--- src/rtl/alu_seq.sv ---
// alu_seq: clocked ALU with in_valid/in_ready handshake, iterative MUL/DIV and internal NZCV flags
// Optional macro ALU_SEQ_DIV_EN enables the unsigned restoring divide on opcode 1000.
// Ports: clk, rst (sync, active-high); in_valid/in_ready handshake; opcode, cond, s, sr_cont,
// sr_bit, in1, in2, imm operation inputs; out_valid pulse with result, flags {N,Z,C,V},
// cond_met and div_zero.
module alu_seq #(
  parameter int WIDTH = 32,
  parameter int SHAMT_W = 5,
  parameter int IMM_W = 16
) (
  input  logic               clk,
  input  logic               rst,
  input  logic               in_valid,
  output logic               in_ready,
  input  logic [3:0]         opcode,
  input  logic [3:0]         cond,
  input  logic               s,
  input  logic [2:0]         sr_cont,
  input  logic [SHAMT_W-1:0] sr_bit,
  input  logic [WIDTH-1:0]   in1,
  input  logic [WIDTH-1:0]   in2,
  input  logic [IMM_W-1:0]   imm,
  output logic               out_valid,
  output logic [WIDTH-1:0]   result,
  output logic [3:0]         flags,
  output logic               cond_met,
  output logic               div_zero
);
  typedef enum logic [1:0] {IDLE, MUL, DIV, DONE} state_t;
  localparam logic [3:0] OP_ADD = 4'h0, OP_SUB = 4'h1, OP_MUL = 4'h2, OP_OR = 4'h3, OP_AND = 4'h4,
                         OP_XOR = 4'h5, OP_MOVI = 4'h6, OP_MOV = 4'h7, OP_DIV = 4'h8, OP_CMP = 4'hB,
                         OP_LDR = 4'hD, OP_STR = 4'hE;
  state_t state;
  logic [SHAMT_W-1:0] cnt;
  logic [2*WIDTH-1:0] acc, mc, acc_n, prod;
  logic [WIDTH-1:0] mp, op2, r1, mag1, mag2;
  logic signed [WIDTH-1:0] asr_w;
  logic [SHAMT_W:0] rsh;
  logic [WIDTH:0] sum_w, dif_w;
  logic neg_q, s_q, cm, c1, v1, upd, mul_v;
  assign in_ready = state == IDLE;
  assign asr_w = $signed(in2) >>> sr_bit;
  assign rsh = (SHAMT_W+1)'(WIDTH) - {1'b0, sr_bit};
  assign op2 = sr_cont == 3'b001 ? in2 >> sr_bit :
               sr_cont == 3'b010 ? in2 << sr_bit :
               sr_cont == 3'b011 ? (in2 >> sr_bit) | (in2 << rsh) :
               sr_cont == 3'b100 ? asr_w : in2;
  assign sum_w = {1'b0, in1} + {1'b0, op2};
  assign dif_w = {1'b0, in1} - {1'b0, op2};
  assign mag1 = in1[WIDTH-1] ? -in1 : in1;
  assign mag2 = op2[WIDTH-1] ? -op2 : op2;
  // Shift-add step on magnitudes; the sign is restored only on the final product.
  assign acc_n = acc + (mp[0] ? mc : '0);
  assign prod = neg_q ? -acc_n : acc_n;
  assign mul_v = !((&prod[2*WIDTH-1:WIDTH-1]) || !(|prod[2*WIDTH-1:WIDTH-1]));
  always_comb begin
    cm = 1'b0;
    case (cond)
      4'd0: cm = 1'b1;
      4'd1: cm = in1 == in2;
      4'd2: cm = $signed(in1) > $signed(in2);
      4'd3: cm = $signed(in1) < $signed(in2);
      4'd4: cm = $signed(in1) >= $signed(in2);
      4'd5: cm = $signed(in1) <= $signed(in2);
      4'd6: cm = in1 > in2;
      4'd7: cm = in1 < in2;
      4'd8: cm = in1 >= in2;
      default: cm = 1'b0;
    endcase
  end
  always_comb begin
    r1 = '0;
    c1 = 1'b0;
    v1 = 1'b0;
    upd = 1'b1;
    case (opcode)
      OP_ADD: begin
        {c1, r1} = sum_w;
        v1 = (in1[WIDTH-1] == op2[WIDTH-1]) && (sum_w[WIDTH-1] != in1[WIDTH-1]);
      end
      OP_SUB, OP_CMP: begin
        r1 = dif_w[WIDTH-1:0];
        c1 = !dif_w[WIDTH];
        v1 = (in1[WIDTH-1] != op2[WIDTH-1]) && (dif_w[WIDTH-1] != in1[WIDTH-1]);
      end
      OP_OR: r1 = in1 | op2;
      OP_AND: r1 = in1 & op2;
      OP_XOR: r1 = in1 ^ op2;
      OP_MOVI: r1 = {{(WIDTH-IMM_W){1'b0}}, imm};
      OP_MOV, OP_LDR, OP_STR: r1 = in1;
      default: upd = 1'b0;
    endcase
  end
`ifdef ALU_SEQ_DIV_EN
  // Restoring divide: remainder in acc, dividend shifts out of mp while quotient bits shift in.
  logic [WIDTH:0] rem_sh, rem_d, rem_n;
  logic [WIDTH-1:0] q_n;
  assign rem_sh = {acc[WIDTH-1:0], mp[WIDTH-1]};
  assign rem_d = rem_sh - {1'b0, mc[WIDTH-1:0]};
  assign rem_n = rem_d[WIDTH] ? rem_sh : rem_d;
  assign q_n = {mp[WIDTH-2:0], !rem_d[WIDTH]};
`else
  assign div_zero = 1'b0;
`endif
  always_ff @(posedge clk)
    if (rst) begin
      state <= IDLE;
      out_valid <= 1'b0;
      result <= '0;
      flags <= '0;
      cond_met <= 1'b0;
      cnt <= '0;
      acc <= '0;
      mc <= '0;
      mp <= '0;
      neg_q <= 1'b0;
      s_q <= 1'b0;
`ifdef ALU_SEQ_DIV_EN
      div_zero <= 1'b0;
`endif
    end else begin
      out_valid <= 1'b0;
      case (state)
        IDLE: if (in_valid) begin
          s_q <= s;
          cnt <= '0;
          acc <= '0;
          if (cm && opcode == OP_MUL) begin
            state <= MUL;
            mc <= {{WIDTH{1'b0}}, mag1};
            mp <= mag2;
            neg_q <= in1[WIDTH-1] ^ op2[WIDTH-1];
          end
`ifdef ALU_SEQ_DIV_EN
          else if (cm && opcode == OP_DIV && op2 != '0) begin
            state <= DIV;
            mc <= {{WIDTH{1'b0}}, op2};
            mp <= in1;
          end else if (cm && opcode == OP_DIV) begin
            state <= DONE;
            out_valid <= 1'b1;
            result <= '1;
            cond_met <= 1'b1;
            div_zero <= 1'b1;
            if (s) flags <= 4'b1000;
          end
`endif
          else begin
            state <= DONE;
            out_valid <= 1'b1;
            result <= cm ? r1 : '0;
            cond_met <= cm;
`ifdef ALU_SEQ_DIV_EN
            div_zero <= 1'b0;
`endif
            if (cm && upd && (s || opcode == OP_CMP)) flags <= {r1[WIDTH-1], r1 == '0, c1, v1};
          end
        end
        MUL: begin
          acc <= acc_n;
          mc <= mc << 1;
          mp <= mp >> 1;
          cnt <= cnt + 1'b1;
          if (cnt == SHAMT_W'(WIDTH-1)) begin
            state <= DONE;
            out_valid <= 1'b1;
            result <= prod[WIDTH-1:0];
            cond_met <= 1'b1;
`ifdef ALU_SEQ_DIV_EN
            div_zero <= 1'b0;
`endif
            if (s_q) flags <= {prod[WIDTH-1], prod[WIDTH-1:0] == '0, 1'b0, mul_v};
          end
        end
`ifdef ALU_SEQ_DIV_EN
        DIV: begin
          acc <= {{(WIDTH-1){1'b0}}, rem_n};
          mp <= q_n;
          cnt <= cnt + 1'b1;
          if (cnt == SHAMT_W'(WIDTH-1)) begin
            state <= DONE;
            out_valid <= 1'b1;
            result <= q_n;
            cond_met <= 1'b1;
            div_zero <= 1'b0;
            if (s_q) flags <= {q_n[WIDTH-1], q_n == '0, 2'b00};
          end
        end
`endif
        default: state <= IDLE;
      endcase
    end
endmodule

--- config.mk ---
export PLATFORM = sky130hd
export DESIGN_NAME = alu_seq
export DESIGN_NICKNAME = d
export VERILOG_FILES = /design/src/rtl/alu_seq.sv
export SDC_FILE = /design/constraint.sdc
export NUM_CORES = 1
export LEC_CHECK = 0
export CAP_MARGIN = 40
export CELL_PAD_IN_SITES_DETAIL_PLACEMENT = 1
export CELL_PAD_IN_SITES_GLOBAL_PLACEMENT = 2
export CORE_MARGIN = 2
export CORE_UTILIZATION = 39
export DETAILED_ROUTE_END_ITERATION = 12
export PLACE_DENSITY = 0.95
export SLEW_MARGIN = 20
export SYNTH_ARGS = -nofsm -noshare
export SYNTH_HDL_FRONTEND = slang
export SYNTH_SLANG_ARGS = --single-unit
--- constraint.sdc ---
create_clock -name clk -period 23.1 [get_ports clk]
set_input_delay 2.31 -clock clk [delete_from_list [all_inputs] [get_ports clk]]
set_output_delay 2.31 -clock clk [all_outputs]
set_load 0.1 [all_outputs]
# --- Word-level counts from Yosys, hierarchy flattened ---
# Index checks and enable logic that the tools add are counted.
totals:
  ff_bits: 207
  latch_bits: 0
  ram_bits: 0
  rom_bits: 0
  wordCells: 144
  n_memories: 0
classes:
  n_addsub: 8
  mul: 0
  div_mod_pow: 0
  order_cmp: 7
  eq_ne: 35
  shift: 4
  muxes: 46
  bitwise: 5
  n_reduce_logical: 28
ops:
  columns: ["op", "n"]
  rows:
  - ["two-way mux 32 bit", 12]
  - ["two-way mux 64 bit", 5]
  - ["one-hot mux 64 bit (2 select lines)", 2]
  - ["one-hot mux 32 bit (7 select lines)", 1]
  - ["one-hot mux 32 bit (2 select lines)", 2]
  - ["adder 64 bit", 1]
  - ["greater-or-equal comparator 32 bit", 2]
  - ["greater-than comparator 32 bit", 2]
  - ["zero test 32 bit", 2]
  - ["less-than comparator 32 bit", 2]
  - ["negation 32 bit", 2]
  - ["negation 64 bit", 1]
  - ["bitwise OR 32 bit", 2]
  - ["adder 32 x 32 -> 33 bit", 1]
  - ["AND reduction 33 bit", 1]
  - ["OR reduction 33 bit", 1]
  - ["subtractor 32 x 32 -> 33 bit", 1]
  - ["AND 32 bit", 1]
  - ["== test 32 bit", 1]
  - ["== test 4 x 3 -> 1 bit (second input constant)", 8]
  - ["less-or-equal comparator 32 bit", 1]
  - ["left shift 32 x 5 -> 32 bit", 1]
  - ["left shift 32 x 6 -> 32 bit", 1]
  - ["right shift 32 x 5 -> 32 bit", 1]
  - ["other kinds (39)", 79]

# --- Depth between registers and ports, before layout ---
# Gate-level depths: netlist (run 1).
logic_depth:
  depth_word: 14
  mapped_depth: 34
  depth_no_buf: 28

# --- Least setup slack after synthesis (run 1) ---
# OpenSTA, ideal clock, no wires.
synth_path:
  kind: "input-to-reg"
  startpoint: "input port sr_bit[0]"
  endpoint: "register result[31]"
  setup_ns: 0.120
  t_arrival_ns: 10.073
  setup_slack_ns: 12.906
  stages: 34
  path_buffers: 9
  path_cell_list: "clkbuf_1 > buf_1 > buf_1 > clkbuf_1 > buf_2 > inv_1 > ha_1 > xor2_1 > clkbuf_1 > clkbuf_1 > buf_1 > nor2_1 > a21oi_1 > nand2_1 > a311o_1 > a31oi_1 > o311ai_0 > o21ai_0 > inv_1 > ha_1 > clkbuf_1 > or4_1 > nor2_1 > a21oi_1 > o21ai_0 > or3_1 > o221ai_1 > o41ai_1 > xor2_1 > o21ai_0 > a211oi_1 > nor2_1 > a211oi_1 > nor2_1"
synth_via:
  elab_chain_len: 12
  elab_cells_between_ends: 20
  classes_between: "add/sub: 3; shift: 4; mux: 9; bitwise: 4"
synth_lines:
  columns: ["item", "line_no", "source"]
  rows:
  - ["from (decl)", "19", "input logic [SHAMT_W-1:0] sr_bit,"]
  - ["subtractor 6 x 5 -> 6 bit", "43", "assign rsh = (SHAMT_W+1)'(WIDTH) - {1'b0, sr_bit};"]
  - ["left shift 32 x 6 -> 32 bit", "46", "sr_cont == 3'b011 ? (in2 >> sr_bit) | (in2 << rsh) :"]
  - ["bitwise OR 32 bit", "46", null]
  - ["two-way mux 32 bit", "46", null]
  - ["two-way mux 32 bit", "45", "sr_cont == 3'b010 ? in2 << sr_bit :"]
  - ["two-way mux 32 bit (*)", "44", "assign op2 = sr_cont == 3'b001 ? in2 >> sr_bit :"]
  - ["subtractor 32 x 32 -> 33 bit, or another cell as far along", "49", "assign dif_w = {1'b0, in1} - {1'b0, op2};"]
  - ["one-hot mux 32 bit (7 select lines) (*)", "76", "case (opcode)"]
  - ["two-way mux 32 bit (*)", "151", "result <= cm ? r1 : '0;"]
  - ["two-way mux 32 bit (*)", "128", "if (cm && opcode == OP_MUL) begin"]
  - ["two-way mux 32 bit (*)", "124", "IDLE: if (in_valid) begin"]
  - ["one-hot mux 32 bit (2 select lines) (*)", "123", "case (state)"]
  - ["to (signal assigned)", "151", null]
  - ["to (signal assigned)", "167", "result <= prod[WIDTH-1:0];"]
  - ["to (decl)", "24", "output logic [WIDTH-1:0] result,"]
# Every way passes the cells marked *; elsewhere a longest branch is shown, timed or not. The select of a mux whose other input is x is not followed.
# A chain may end at the register's enable or synchronous reset.

# --- Worst setup path after layout (run 1) ---
layout_path:
  startpoint: "input port in2[27]"
  endpoint: "register flags[0]"
layout_via:
  elab_chain_len: 13
  elab_cells_between_ends: 37
  classes_between: "add/sub: 2; order compare: 7; eq/ne: 7; shift: 4; mux: 10; bitwise: 1; reduce/logical: 6"
layout_lines:
  columns: ["item", "line_no", "source"]
  rows:
  - ["from (decl)", "21", "input logic [WIDTH-1:0] in2,"]
  - ["left shift 32 x 6 -> 32 bit, or another cell as far along", "46", null]
  - ["bitwise OR 32 bit or two-way mux 32 bit (tied branches)", "46, 47", null]
  - ["two-way mux 32 bit", "46", null]
  - ["two-way mux 32 bit", "45", null]
  - ["two-way mux 32 bit", "44", null]
  - ["subtractor 32 x 32 -> 33 bit or adder 32 x 32 -> 33 bit (tied branches)", "49, 48", null]
  - ["inequality test 1 bit, on equally long branches", "84, 79", null]
  - ["logical AND 1 bit, on equally long branches", "84, 79", null]
  - ["one-hot mux 1 bit (2 select lines)", "76", null]
  - ["two-way mux 4 bit", "156", "if (cm && upd && (s || opcode == OP_CMP)) flags <= {r1[WIDTH-1], r1 == '0, c1, v1};"]
  - ["two-way mux 4 bit", "128", null]
  - ["two-way mux 4 bit", "124", null]
  - ["one-hot mux 4 bit (2 select lines)", "123", null]
  - ["to (signal assigned)", "156", null]
  - ["to (signal assigned)", "172", "if (s_q) flags <= {prod[WIDTH-1], prod[WIDTH-1:0] == '0, 1'b0, mul_v};"]
  - ["to (decl)", "25", "output logic [3:0] flags,"]
# Several ways; a longest one is shown, not always the timed one. The select of a mux whose other input is x is not followed.

==> flow_metrics.tcl, run 1 <==
set metrics [dict create \
    ctsHoldBuffers 0 \
    instances_no_fill 5068 \
    dr.first_iter.drc_count 3455 \
    place_ws_ns 12.53 \
    min_period_over_period_pct 42.4 \
    synth_top_area_share_pct 14.1 \
    syn_avg_cell_area_sq_um 7.15 \
    clkSinkCount 207 \
    seq_area_frac_synth_pct 14.1 \
    setup_ws_ns 13.30 \
    dr.pass1.iters 6 \
    clock.fmax_mhz 102 \
    syn-cell-area_sq_mm 0.0293 \
    place.detailed.hpwl_mm 105 \
    grt_use_total_pct 34.9 \
    crit_type "in -> reg" \
    cp_slowest_cell "clkdlybuf4s50_1" \
    avgViaCountPerCell 6.69 \
    rsz0062_at_grt "false" \
    post_cts_resized 0 \
    yosys_warnings 0 \
    maxCapViolCount 0 \
    start_util_pct 39.3 \
    hold-worst-slack_ns 0.465 \
    tns_ns 0 \
    cp_max_fo 10 \
    powerDensity_mw_per_mm2 44.4 \
    cts_root_buffer "clkbuf_16" \
    vias 33900 \
    antenna_found_initial 3 \
    synth_edf_count 0 \
    ant_nets 0 \
    synth-seq-cells 207 \
    num_io_pins 140 \
    fillCellCount 9170 \
    placed_cell_area_sq_mm 0.0321 \
    hold_path_class "reg -> reg" \
    clk_pin_slew_ns 0.06 \
    final-setup-viol-count 0 \
    multi_input_area_sq_mm 0.0234 \
    tritoncts "built" \
    synthDistinctLibCells 108 \
    portBuffers 138 \
    core_sq_mm 0.0744 \
    design_area_sq_mm 0.0331 \
    area_growth_pct 12.9 \
    min_period_ns 9.80 \
    yosys.area.top_type "dfxtp_1" \
    die_w_um 278 \
    vdd_drop_max_v 0.0000496 \
    ff_latch_area_sq_mm 0.00415 \
    dieHeight_um 278 \
    grt_max_degree 122 \
    placementRows 100 \
    hold_viol_final 0 \
    postCtsSetupBuffers 0 \
    grt_pass1_wl_mm 211 \
    cts-buffers-inserted 25 \
    drc_errors 0 \
    htree_levels 1 \
    async_reset_ff_share_pct 0 \
    cp_data_arrival_time_ns 10.30 \
    max_stage_delay_ns 0.80 \
    worst_slew_pin_slew_ns 1.00 \
    synthTopCellsByArea "dfxtp_1 14%, ha_1 8.8%, mux4_2 6.2%, nor2_1 6.1%, a21oi_1 6.0%" \
    synth_flop_cell "dfxtp_1" \
    layout-drive-gt1-share_pct 9.86 \
    gp_congestion 1.01 \
    maxSlewHeadroom_pct 33.0 \
    synthCells 4096 \
    skew_ns 0.0108 \
    cts_buffer_depth 3 \
    wl_per_cell_um 27.6 \
    status "finished, final reports clean" \
    synth_nets 4405 \
    yosysMostFrequentCell "nor2_1" \
    grt_pass1_vias 33500 \
    fin_nets 4390 \
    ys_top_cells_by_count "478 x nor2_1, 390 x nand2_1, 353 x a21oi_1" \
    dp.cells 5013 \
    final_util_pct 44.4 \
    required_ns 23.60 \
    slew_viol_final 0 \
    p_leak_nw 13.1 \
    overflow 0 \
    finalWirelength_mm 140 \
    cp-start-kind "input pin" \
    die-area_sq_mm 0.0773 \
    end_kind "register" \
    power_mw 1.47 \
    clock_latency_ns 0.56 \
]
## routing by layer
metal,track usage (%),routed length (um),vias up
li1,-,-,15200
met1,45.2,57900,16700
met2,55.4,61700,1599
met3,4.40,10700,396
met4,20.8,9810,0
met5,0,0,-
## where the power goes
group,switching [mW],internal (mW)
Combinational,0.456,0.241
Clock,0.175,0.225
Sequential,0.00670,0.364
## flip-flops by register name, indices dropped and copies added (netlist names)
name       cells
cnt            5
out_valid      1
neg_q          1
s_q            1
cond_met       1
mp            32
state          2
flags          4
mc            64
acc           64
result        32
## worst max-delay path, delay by kind of cell
kind,cells,cell delay [ns]
AO/OA/AOI/OAI,20,5.68
adder cells (fa/ha/maj),1,0.32
buffers and inverters,2,1.05
multiplexers,1,0.70
AND/OR/NAND/NOR,2,0.22
## cell usage in the layout (no fill, tap or decap), types with 90 or more instances in the layout
master,synthesis,final
clkdlybuf4s50_1,0,131
nand3_1,110,110
a22oi_1,115,115
dfxtp_1,207,206
a21oi_1,353,353
nor2_1,478,473
nor3_1,97,95
buf_4,2,90
xnor2_1,117,117
nand2_1,390,390
inv_1,156,155
ha_1,206,206
o21ai_0,231,231
## kinds of logic (layout without fill, tap and decap cells)
kind of cell	after synthesis	after routing	synth area share (%)
simple gates	1485	1485	24.1
xor+xnor	159	159	4.78
buf+inv	482	482	6.31
compound gates	1348	1348	31.0
flops	207	207	14.1
fa+ha+maj	209	209	9.01
mux	205	205	10.7
other cells	1	4	0.0128
## layout make-up
cell class	count	area share, %
multi-input combinational	3407	70.8
sequential	207	12.5
timing repair buffer	280	8.71
tap	969	3.67
clock buffer	32	2.12
inverter	160	1.82
clock inverter	10	0.280
antenna	3	0.0227
## final timing paths
| check | cells after the start | start | to | slack [ns] |
|---|---|---|---|---|
| worst max-delay path | 26 | in2[27] | flags[0]$_SDFFE_PP0P_ | 13.30 |
| worst min register to register | 2 | mc[61]$_SDFFE_PP0P_ | mc[62]$_SDFFE_PP0P_ | 0.47 |
| worst max register to register | 19 | mp[0]$_SDFFE_PP0P_ | flags[0]$_SDFFE_PP0P_ | 15.37 |
| worst min-delay path | 2 | mc[61]$_SDFFE_PP0P_ | mc[62]$_SDFFE_PP0P_ | 0.47 |
No activity file was read; power rests on OpenSTA's default activity.
==> run 2, diff against run 1 <==
--- a/config.mk
+++ b/config.mk
@@ -9,9 +9,9 @@
 export CELL_PAD_IN_SITES_DETAIL_PLACEMENT = 1
 export CELL_PAD_IN_SITES_GLOBAL_PLACEMENT = 2
 export CORE_MARGIN = 2
-export CORE_UTILIZATION = 39
+export CORE_UTILIZATION = 37
 export DETAILED_ROUTE_END_ITERATION = 12
-export PLACE_DENSITY = 0.95
+export PLACE_DENSITY = 0.94
 export SLEW_MARGIN = 20
 export SYNTH_ARGS = -nofsm -noshare
 export SYNTH_HDL_FRONTEND = slang
==> constraint.sdc (replaced) <==
create_clock -name clk -period 9.7 [get_ports clk]
set_input_delay 0.97 -clock clk [delete_from_list [all_inputs] [get_ports clk]]
set_output_delay 0.97 -clock clk [all_outputs]
set_load 0.1 [all_outputs]
==> flow_metrics.tcl, run 2 (same netlist as run 1, synthesis figures left out) <==
set metrics [dict create \
    status "finished, final reports clean" \
    clk_pin_slew_ns 0.07 \
    post_cts_resized 0 \
    cts_buffer_depth 3 \
    avgViaCountPerCell 6.57 \
    cp_max_fo 10 \
    placed_cell_area_sq_mm 0.0324 \
    cp-start-kind "input pin" \
    ctsHoldBuffers 0 \
    cp_slowest_cell "clkdlybuf4s50_1" \
    cp_data_arrival_time_ns 8.83 \
    cp_top_family "compound AO/OA/AOI/OAI gates" \
    design_area_sq_mm 0.0334 \
    skew_ns 0.0391 \
    core_sq_mm 0.0786 \
    ff2ff_setup_slack_ns 2.02 \
    antenna_found_initial 2 \
    area_growth_pct 14.0 \
    rsz0062_at_grt "false" \
    grt_pass1_wl_mm 213 \
    reg.largest.list "acc: 64 flops, mc: 64 flops" \
    hold_end "s_q$_SDFFE_PP0P_" \
    grt_max_degree 135 \
    required_ns 10.22 \
    dr.pass1.iters 6 \
    r2r_end "flags[0]$_SDFFE_PP0P_" \
    layout-drive-gt1-share_pct 9.98 \
    placementRows 103 \
    worst_slew_pin_slew_ns 0.913 \
    vias 33900 \
    dieHeight_um 285 \
    gp_congestion 1.05 \
    overflow 0 \
    mostFrequentLayoutCell "nor2_1" \
    drc_errors 0 \
    place.detailed.hpwl_mm 109 \
    crit_start "in2[25]" \
    hold_viol_final 0 \
    finalWirelength_mm 143 \
    p_leak_nw 13.2 \
    ant_nets 0 \
    clock_latency_ns 0.58 \
    die_w_um 285 \
    powerDensity_mw_per_mm2 110 \
    num_io_pins 140 \
    clkSinkCount 207 \
    grt_use_total_pct 33.6 \
    htree_levels 1 \
    wl_per_cell_um 27.6 \
    hold_path_class "reg -> reg" \
    crit_type "in -> reg" \
    final-setup-viol-count 0 \
    min_period_over_period_pct 85.6 \
    tritoncts "built" \
    max_stage_delay_ns 0.81 \
    start_util_pct 37.3 \
    hold_depth 2 \
    maxSlewHeadroom_pct 37.5 \
    min_period_ns 8.31 \
    ff2ff_path_depth 20 \
    grt_pass1_vias 33200 \
    rr_startpoint "mp[0]$_SDFFE_PP0P_" \
    end_kind "register" \
    portBuffers 138 \
    dr.first_iter.drc_count 3527 \
    hold_start "s_q$_SDFFE_PP0P_" \
    tns_ns 0 \
    vdd_drop_max_v 0.000123 \
    cts_root_buffer "clkbuf_16" \
    fin_nets 4397 \
    clock.fmax_mhz 120 \
    die-area_sq_mm 0.0814 \
    maxCapViolCount 0 \
    cts-buffers-inserted 25 \
    critPathBufInv 2 \
    slew_viol_final 0 \
    final_cell_mix "475 x nor2_1, 390 x nand2_1, 353 x a21oi_1, 230 x o21ai_0" \
    postCtsSetupBuffers 0 \
]
[run 2: cell types whose count changed in the layout (fill, tap and decap cells not counted), moves of 2 or more]
cell / previous run / this run
buf_4: 90 / 96
nor2_2: 4 / 2
nor2_1: 473 / 475
inv_6: 0 / 3
bufinv_16: 1 / 6
buf_2: 11 / 6
buf_12: 2 / 4
buf_1: 0 / 2
clkbuf_8: 5 / 3
[run 2: worst max-delay path by stage]
stage / end / slack [ns] / cells after the start
floorplan: result[31]$_SDFFE_PP0P_ / 0.85 / 34
global placement: flags[0]$_SDFFE_PP0P_ / 1.19 / 25
detailed placement: flags[0]$_SDFFE_PP0P_ / 1.01 / 26
CTS: flags[0]$_SDFFE_PP0P_ / 1.59 / 26
global route: flags[0]$_SDFFE_PP0P_ / 1.21 / 26
finish: flags[0]$_SDFFE_PP0P_ / 1.39 / 26
[run 2: layer usage]
| metal | GRT usage, % | vias up | part of all wire, % | routed length (um) |
|---|---|---|---|---|
| met5 | 0 | - | 0 | 0 |
| li1 | - | 15200 | - | - |
| met4 | 16.0 | 0 | 5.4 | 7750 |
| met2 | 55.3 | 1503 | 46 | 65000 |
| met3 | 3.46 | 310 | 7.0 | 9990 |
| met1 | 44.0 | 16900 | 42 | 59800 |
[run 2: layout make-up]
cell class | count | area, sq um
tap | 1050 | 1310
multi-input combinational | 3407 | 23400
timing repair buffer | 287 | 2970
antenna | 2 | 5.00
clock inverter | 16 | 255
clock buffer | 30 | 674
fill | 9841 | 45200
inverter | 160 | 601
sequential | 207 | 4150
[run 2: worst register-to-register path: cells and delay by family, from the launching register on]
family                   cells  cell delay, ns
buffers and inverters        2            0.56
adder cells (fa/ha/maj)      1            0.36
AND/OR/NAND/NOR             11            4.35
AO/OA/AOI/OAI                4            1.47
XOR/XNOR                     2            0.27
flip-flops                   1            0.57
[run 2: where the power goes]
part           switching [mW]  total, mW  internal [mW]
sequential             0.0160      0.883          0.867
combinational            1.11       1.69          0.580
clock                   0.444       1.10          0.660
total                    1.57       3.68           2.11
[run 2: per-stage QoR]
step | instances | hold WS, ns | util [%] | setup WS, ns | total power, mW
floorplan | 4096 | 0.437 | - | 0.846 | 1.92
global placement | 5059 | 0.451 | 40.2 | 1.19 | 2.45
detailed placement | 5104 | 0.451 | 41.2 | 1.01 | 2.53
CTS | 5150 | 0.460 | 42.3 | 1.59 | 3.64
global route | 5159 | 0.488 | 42.5 | 1.21 | 3.81
finish | 5159 | 0.462 | 42.5 | 1.39 | 3.68
